## config.mk

```make
export PLATFORM = sky130hd
export DESIGN_NAME = demux_reg_bank
export DESIGN_NICKNAME = d
export VERILOG_FILES = /design/src/rtl/demux_reg_bank.sv
export SDC_FILE = /design/constraint.sdc
export NUM_CORES = 1
export LEC_CHECK = 0
export CORE_AREA = 8 8 413 415
export DETAILED_ROUTE_END_ITERATION = 8
export DIE_AREA = 0 0 421 423
export PLACE_DENSITY = 0.53
export SLEW_MARGIN = 20
export SYNTH_ARGS = -nofsm -noshare
export SYNTH_HDL_FRONTEND = slang
export SYNTH_SLANG_ARGS = --single-unit
```

## constraint.sdc

```tcl
create_clock -name clk -period 2.01 [get_ports clk]
set_input_delay 0.402 -clock clk [delete_from_list [all_inputs] [get_ports clk]]
set_output_delay 0.402 -clock clk [all_outputs]
set_load 0.01 [all_outputs]
```

## src/rtl/demux_reg_bank.sv

```systemverilog
// demux_reg_bank: register bank fed through a one-entry pending stage.
// A write request is captured into the pending stage on accept and written
// into the addressed register on the following unstalled edge (commit).
//
// Handshake: a request transfers on a rising edge where wr_valid and
// wr_ready are both 1. wr_ready is combinational (!pending || !hold), so a
// full stage that is committing this edge can take a new request on that
// same edge. wr_valid may be raised or dropped freely; the request fields
// are only sampled on a transfer edge.
module demux_reg_bank #(
  parameter int N       = 32,
  parameter int Bits    = 32,
  parameter int ZeroReg = 1,
  localparam int CW     = $clog2(N)
) (
  input  logic                     clk,
  input  logic                     rst_n,
  input  logic                     wr_valid,
  output logic                     wr_ready,
  input  logic [CW-1:0]            wr_code,
  input  logic [Bits-1:0]          wr_data,
  input  logic                     hold,
  output logic [N-1:0][Bits-1:0]   Q,
  output logic                     wr_done,
  output logic [CW-1:0]            wr_done_code,
  output logic [15:0]              wr_count,
  output logic                     err
);

  // Pending stage
  logic            pend_q, pend_d;
  logic [CW-1:0]   pend_code_q, pend_code_d;
  logic [Bits-1:0] pend_data_q, pend_data_d;

  // Register bank
  logic [N-1:0][Bits-1:0] bank_q, bank_d;

  // Commit status
  logic          done_q, done_d;
  logic [CW-1:0] done_code_q, done_code_d;
  logic [15:0]   count_q, count_d;
  logic          err_q, err_d;

  logic accept;
  logic commit;
  logic in_range;
  logic commit_ok;

  assign wr_ready  = !pend_q || !hold;
  assign accept    = wr_valid && wr_ready;
  assign commit    = pend_q && !hold;
  // Only meaningful when N is not a power of two; otherwise always true.
  assign in_range  = (32'(pend_code_q) < 32'(N));
  assign commit_ok = commit && in_range;

  // Next state of the pending stage: a new accept replaces the committing entry.
  always_comb begin
    pend_d      = pend_q;
    pend_code_d = pend_code_q;
    pend_data_d = pend_data_q;
    if (accept) begin
      pend_d      = 1'b1;
      pend_code_d = wr_code;
      pend_data_d = wr_data;
    end else if (commit) begin
      pend_d      = 1'b0;
    end
  end

  // Next state of the bank: only the addressed register changes; register 0
  // stays zero when ZeroReg is set.
  always_comb begin
    bank_d = bank_q;
    for (int i = 0; i < N; i++) begin
      if (commit_ok && (pend_code_q == CW'(i)) && !((ZeroReg != 0) && (i == 0))) begin
        bank_d[i] = pend_data_q;
      end
    end
  end

  // Next state of the commit status outputs.
  always_comb begin
    done_d      = commit_ok;
    done_code_d = done_code_q;
    count_d     = count_q;
    err_d       = err_q;
    if (commit_ok) begin
      done_code_d = pend_code_q;
      count_d     = count_q + 16'd1;
    end
    if (commit && !in_range) begin
      err_d = 1'b1;
    end
  end

  // Pending stage registers; reset discards any pending entry.
  always_ff @(posedge clk or negedge rst_n) begin
    if (!rst_n) begin
      pend_q      <= 1'b0;
      pend_code_q <= '0;
      pend_data_q <= '0;
    end else begin
      pend_q      <= pend_d;
      pend_code_q <= pend_code_d;
      pend_data_q <= pend_data_d;
    end
  end

  // Register bank storage.
  always_ff @(posedge clk or negedge rst_n) begin
    if (!rst_n) begin
      bank_q <= '0;
    end else begin
      bank_q <= bank_d;
    end
  end

  // Commit status registers (done pulse, index, counter, sticky error).
  always_ff @(posedge clk or negedge rst_n) begin
    if (!rst_n) begin
      done_q      <= 1'b0;
      done_code_q <= '0;
      count_q     <= '0;
      err_q       <= 1'b0;
    end else begin
      done_q      <= done_d;
      done_code_q <= done_code_d;
      count_q     <= count_d;
      err_q       <= err_d;
    end
  end

  assign Q            = bank_q;
  assign wr_done      = done_q;
  assign wr_done_code = done_code_q;
  assign wr_count     = count_q;
  assign err          = err_q;

endmodule

```

==> results of run 1 <==
==> cells in the mapped netlist (all sizes together) <==
cell type,n,area (µm²)
and2,1,6.260
and3,1,6.260
and4,2,17.52
buf,109,594.3
clkbuf,124,465.5
clkinv,1,3.750
conb,1,3.750
dfrtp,1052,26330
ha,1,12.51
mux2,1029,11590
nand2,33,123.9
nand2b,4,25.02
nand3,8,40.04
nand3b,2,15.01
nand4,6,37.54
nand4b,2,17.52
nor2,17,63.81
nor2b,2,12.51
nor3,3,15.01
nor4,1,6.260
nor4b,2,23.77
or2,1,6.260
or3,2,12.51
or3b,2,17.52
xnor2,12,105.1
xor2,3,26.28
==> flip-flops by register name, indices dropped and copies added (netlist names) <==
signal,cells
Q,992
pend_data_q,32
wr_count,16
pend_code_q,5
wr_done_code,5
pend_q,1
wr_done,1
==> layout make-up <==
type	count	area [µm²]
multi-input cells	1167	12630
inverters	1	3.754
repair buffers	1281	12670
fillers	16200	105400
diodes	22	55.05
clock inverters	33	464.2
flip-flops and latches	1052	26340
well taps	2189	2739
clock buffers	184	3531
==> logic make-up (layout without fill, tap and decap cells) <==
kind of cell  after synthesis  after routing
other cells                 1             55
xor+xnor                   15             15
flops                    1052           1052
simple gates               89             89
buf+inv                   234           1499
fa+ha+maj                   1              1
mux                      1029           1029
==> layer usage <==
layer,vias to the layer above,GRT usage
met5,-,0
met1,13590,0.2050
li1,10840,-
met3,284,0.05020
met2,760,0.3140
met4,2,0.08150
==> what timing repair did <==
action / in CTS / in global routing
resized for setup: 1059 / 42
cloned: 9 / 15
endpoints found under the setup margin: 1393 / 278
hold endpoints to repair: 432 / 0
hold buffers: 1 / 0
setup buffers: 11 / 7
pin swaps: 1 / 6
==> where the power goes <==
group	switching (W)	internal [W]	total [W]
sequential	0.00416	0.0289	0.0330
clock	0.00910	0.0130	0.0221
combinational	0.0138	0.0133	0.0271
==> layout by cell type (no fill, tap or decap), types with 3 or more instances in the layout <==
cell type | synthesis | final
nor3_2 | 0 | 3
bufinv_16 | 0 | 7
clkinv_2 | 0 | 15
mux2_4 | 0 | 4
nand4_1 | 6 | 6
nor2_1 | 17 | 4
buf_4 | 33 | 89
buf_6 | 0 | 16
clkbuf_8 | 0 | 33
dlygate4sd2_1 | 0 | 1010
clkdlybuf4s50_1 | 0 | 39
clkdlybuf4s15_1 | 0 | 3
nand2_4 | 0 | 6
xnor2_1 | 12 | 12
diode_2 | 0 | 22
clkinv_4 | 0 | 3
nand3_1 | 8 | 4
clkinv_16 | 0 | 4
buf_16 | 0 | 10
dfrtp_2 | 0 | 15
clkbuf_16 | 0 | 130
nand2_2 | 0 | 3
nand2_1 | 33 | 21
dfrtp_1 | 1052 | 1037
nor2_4 | 0 | 13
mux2_2 | 1027 | 1025
buf_8 | 0 | 12
xor2_1 | 3 | 3
nand2_8 | 0 | 3
buf_12 | 0 | 87
conb_1 | 1 | 33
clkbuf_1 | 124 | 33
==> stage by stage <==
step | power (W) | cell area [µm²]
2_1_floorplan | 0.04404 | 39710
3_3_place_gp | 0.06610 | 54560
3_5_place_dp | 0.06660 | 54560
4_1_cts | 0.08345 | 57780
5_1_grt | 0.08602 | 58420
6_report | 0.08214 | 58440
==> worst min path at each step <==
stage | from | to | slack [ns] | cells after the start
floorplan | rst_n | Q[1000] | 0.11 | 0
global placement | rst_n | Q[357] | 0.27 | 1
detailed placement | rst_n | Q[357] | 0.27 | 1
CTS | rst_n | Q[361] | 0.03 | 2
global route | rst_n | Q[352] | 0.07 | 2
finish | rst_n | Q[352] | 0.1 | 2
==> impl_metrics.env, run 1 <==
export IMPL_dieArea_um2=178100
export IMPL_grt_max_degree=97
export IMPL_cp_buffers_inverters=3
export IMPL_clockBufferDepth=3
export IMPL_r2r_slack_ns=-0.03
export IMPL_slew_violations=0
export IMPL_fmax_ghz=0.4913
export IMPL_synth_fa_ha_area_frac=0.0003162
export IMPL_io_buffers=1055
export IMPL_slowest_stage="or3b_4"
export IMPL_timing_rr_end="Q[864]"
export IMPL_r2r_worst_path_cells=7
export IMPL_worst_path_stages=7
export IMPL_ys_warn_count=0
export IMPL_wl_met3_mm=10.29
export IMPL_path_delay_family="simple AND/OR/NAND/NOR gates"
export IMPL_wl_met2_mm=85.10
export IMPL_synthMuxAreaShare=0.2928
export IMPL_vias=25470
export IMPL_gp_congestion=0.7450
export IMPL_clock_skew_ns=0.04675
export IMPL_drive_gt1_frac=0.4040
export IMPL_setup_viol=17
export IMPL_synthSimpleGateAreaFrac=0.01129
export IMPL_met1Wirelength_mm=66.91
export IMPL_cts_sinks=1052
export IMPL_pin_count=1089
export IMPL_power_density_nw_per_um2=1406
export IMPL_fin_nets=3661
export IMPL_crit_start="pend_q"
export IMPL_drc=0
export IMPL_cp_data_arrival_time_ns=2.65
export IMPL_rows=149
export IMPL_detail_route_wirelength_mm=170.2
export IMPL_cts_made_buffers=116
export IMPL_ys_types=30
export IMPL_dieHeight_um=423
export IMPL_failed_checks="negative setup slack"
export IMPL_period_minus_slack_ns=2.035
export IMPL_routedWlPerCell_um=28.70
export IMPL_syn_area_per_cell_um2=16.34
export IMPL_grt_usage=0.1800
export IMPL_slew_headroom=0.3567
export IMPL_first_pass_iters=4
export IMPL_status="complete, but fails checks"
export IMPL_clock_latency_ns=0.74
export IMPL_slowest_delay_ns=0.40
export IMPL_startpoint_type="register"
export IMPL_end_kind="register"
export IMPL_whs_ns=0.09710
export IMPL_hp_class="in -> async"
export IMPL_r2r_start="pend_q"
export IMPL_ant_nets=0
export IMPL_path_max_fanout=5
export IMPL_synth_area_um2=39570
export IMPL_area_growth_pct=47.68
export IMPL_top_layer="met5"
export IMPL_die_x_um=421
export IMPL_setup_worst_path_end="Q[864]"
export IMPL_critical_path_required_ns=2.63
export IMPL_initial_utilization=0.2415
export IMPL_p_leak_nw=30.42
export IMPL_worst_slack_ns=-0.02532
export IMPL_synth_xor_area_frac=0.003320
export IMPL_tritoncts="built"
export IMPL_clk_pin_slew_worst_paths_ns=0.07
export IMPL_tns_ns=-0.1888
export IMPL_finalHoldViolations=0
export IMPL_cap_violations=0
export IMPL_synth_compound_area_share=0
export IMPL_coreArea_um2=163900
export IMPL_dpl_hpwl_mm=119.0
export IMPL_ys_seq_elements=1052
export IMPL_drt_iter0_drc=1177
export IMPL_crit_type="reg -> reg"
export IMPL_syn_inst=2421
export IMPL_crit_chain="nand3b_1, or3b_4, buf_4, nor2_4, buf_8, clkbuf_16, mux2_2"
export IMPL_antenna_found_initial=27
export IMPL_grt_pass1_wl_mm=229.3
export IMPL_worst_pin_slew_ns=0.9649
export IMPL_grt_overflow=0
export IMPL_pre_cts_slack_ns=-0.7413
export IMPL_root_buffer="clkbuf_16"
export IMPL_vias_per_cell=4.296
export IMPL_synth_top_family_by_area="multiplexers"
export IMPL_ir_drop_mv=0.8090
export IMPL_rsz0062_at_grt="yes"
export IMPL_cts_max_level=3
export IMPL_instances_no_fill=5929
export IMPL_final_core_util=0.3566
export IMPL_placed_cells=5649
export IMPL_ys_seq_area_frac=0.6653
export IMPL_fin_crit_sh=1.013
export IMPL_grt_pass1_vias=27050
Power figures use the tool's default switching activity.
==> run 2, diff against run 1 <==
- RECOVER_POWER: default -> 50
- TNS_END_PERCENT: default -> 20
==> run 2 against run 1 <==
  * The flow still finishes with violations (negative setup slack)
  * Count of clock-buffer cells in the layout stayed put
  * First-iteration DRC count decreased by 7.1%
  * Fmax fell by 0.28%
==> impl_metrics.env, run 2 (synthesis results as in run 1) <==
export IMPL_slew_violations=0
export IMPL_cts_max_level=3
export IMPL_ant_nets=0
export IMPL_coreArea_um2=163900
export IMPL_setup_viol=25
export IMPL_globalRoute_busiestLayer="met2"
export IMPL_initial_utilization=0.2415
export IMPL_vias=25300
export IMPL_drc=0
export IMPL_fin_nets=3638
export IMPL_use_met2=0.3194
export IMPL_die_x_um=421
export IMPL_grt_pass1_wl_mm=227.0
export IMPL_cts_sinks=1052
export IMPL_clock_latency_ns=0.74
export IMPL_startpoint_type="register"
export IMPL_final_common_cell="dfrtp_1"
export IMPL_clk_pin_slew_worst_paths_ns=0.06
export IMPL_period_minus_slack_ns=2.041
export IMPL_finalHoldViolations=0
export IMPL_power_density_nw_per_um2=1416
export IMPL_drive_gt1_frac=0.3981
export IMPL_grt_pass1_vias=26840
export IMPL_largest_reg_flops=992
export IMPL_p_leak_nw=31.93
export IMPL_grt_overflow=0
export IMPL_fill_cells=16110
export IMPL_antenna_found_initial=18
export IMPL_gp_congestion=0.7450
export IMPL_vias_per_cell=4.285
export IMPL_root_buffer="clkbuf_16"
export IMPL_routedWlPerCell_um=28.39
export IMPL_critical_path_required_ns=2.60
export IMPL_placed_cells=5649
export IMPL_io_buffers=1055
export IMPL_ir_drop_mv=0.8072
export IMPL_dieArea_um2=178100
export IMPL_fmax_ghz=0.4899
export IMPL_detail_route_wirelength_mm=167.6
export IMPL_globalRouteMet3Util=0.04744
export IMPL_clock_skew_ns=0.04718
export IMPL_slew_headroom=0.2768
export IMPL_tritoncts="built"
export IMPL_worst_slack_ns=-0.03104
export IMPL_multi_input_area_um2=12660
export IMPL_failed_checks="negative setup slack"
export IMPL_use_met1=0.2025
export IMPL_seq_area_um2=26340
export IMPL_path_max_fanout=9
export IMPL_status="complete, but fails checks"
export IMPL_fin_crit_sh=1.015
export IMPL_tns_ns=-0.3289
export IMPL_cts_made_buffers=116
export IMPL_first_pass_iters=4
export IMPL_pin_count=1089
export IMPL_drt_iter0_drc=1094
export IMPL_hp_class="in -> async"
export IMPL_worst_pin_slew_ns=1.085
export IMPL_instances_no_fill=5904
export IMPL_grt_usage=0.1774
export IMPL_dieHeight_um=423
export IMPL_dpl_hpwl_mm=119.0
export IMPL_end_kind="register"
export IMPL_clockBufferDepth=3
export IMPL_rsz0062_at_grt="yes"
export IMPL_crit_type="reg -> reg"
export IMPL_cp_data_arrival_time_ns=2.63
export IMPL_cap_violations=0
export IMPL_area_growth_pct=47.48
export IMPL_final_cell_mix="1,037 x dfrtp_1, 1,012 x mux2_2, 855 x dlygate4sd2_1, 156 x dlymetal6s2s_1, 125 x clkbuf_16"
export IMPL_rows=149
export IMPL_grt_max_degree=97
[run 2: cell types whose count changed in the layout (fill, tap and decap cells not counted), sizes merged]
cell           delta
dlygate4sd2     -155
dlymetal6s2s    +156
diode             -2
inv               -1
bufbuf            -1
clkbuf            +5
buf              -27
clkinv            +1
clkdlybuf4s15     -1
[run 2: where the power goes]
part / switching, W / total (W) / internal [W]
registers: 0.00416 / 0.0330 / 0.0289
logic: 0.0138 / 0.0276 / 0.0138
clock network: 0.00909 / 0.0220 / 0.0130
total: 0.0270 / 0.0826 / 0.0556
[run 2: stage by stage]
step / area [µm²] / util / power [W] / setup WS [ns] / hold slack, ns
after floorplan: 39710 / - / 0.04404 / -0.0004003 / 0.1064
after global placement: 54560 / 0.3329 / 0.06610 / -0.7461 / 0.2675
after global routing: 58340 / 0.3560 / 0.08652 / -0.1213 / 0.05874
after detailed placement: 54560 / 0.3329 / 0.06660 / -0.7413 / 0.2679
after CTS: 57610 / 0.3516 / 0.08427 / -0.1510 / 0.02948
final: 58360 / 0.3561 / 0.08262 / -0.03104 / 0.08872
[run 2: worst max-delay path, cell delays in order, from the launching register on]
cell and delay [ns]:
dfrtp_1 0.37, nand3b_1 0.14, or3b_4 0.40, or3_4 0.45, clkbuf_16 0.23, mux2_2 0.28
[run 2: final timing paths]
check | endpoint | depth (start not counted) | from | slack, ns
min in group clk | pend_data_q[3] | 2 | wr_data[3] | 0.28
min reg2reg | wr_done_code[1] | 2 | wr_done_code[1] | 0.48
min | Q[352] | 2 | rst_n | 0.09
max reg2reg | Q[791] | 5 | pend_q | -0.03
max in group asynchronous | Q[864] | 5 | rst_n | 0.12
max | Q[791] | 5 | pend_q | -0.03
[run 2: cell type report]
class	count	area share
well taps	2189	0.04693
repair buffers	1258	0.2153
clock buffers	184	0.06050
flip-flops and latches	1052	0.4514
inverters	1	0.00006432
multi-input cells	1167	0.2170
clock inverters	33	0.007954
diodes	20	0.0008576
[run 2: metal layers]
metal,share of wire,routed length [µm]
met1,0.38,63080
met2,0.52,86840
met3,0.072,12000
met4,0.034,5683
met5,0.000078,13
[run 2: timing repair]
action                                  in CTS  in global routing
resized for setup                          871                203
buffers inserted                             4                  5
endpoints found under the hold margin      432                  0
endpoints found under the setup margin    1393                723
pin swaps                                    0                  1
hold buffers                                 1                  0
gates cloned                                 2                  9
==> run 3, diff against run 2 <==
- CAP_MARGIN: default -> 20
==> results of run 3 <==
No change in the layout: final DEF, timing and power equal those of run 2.
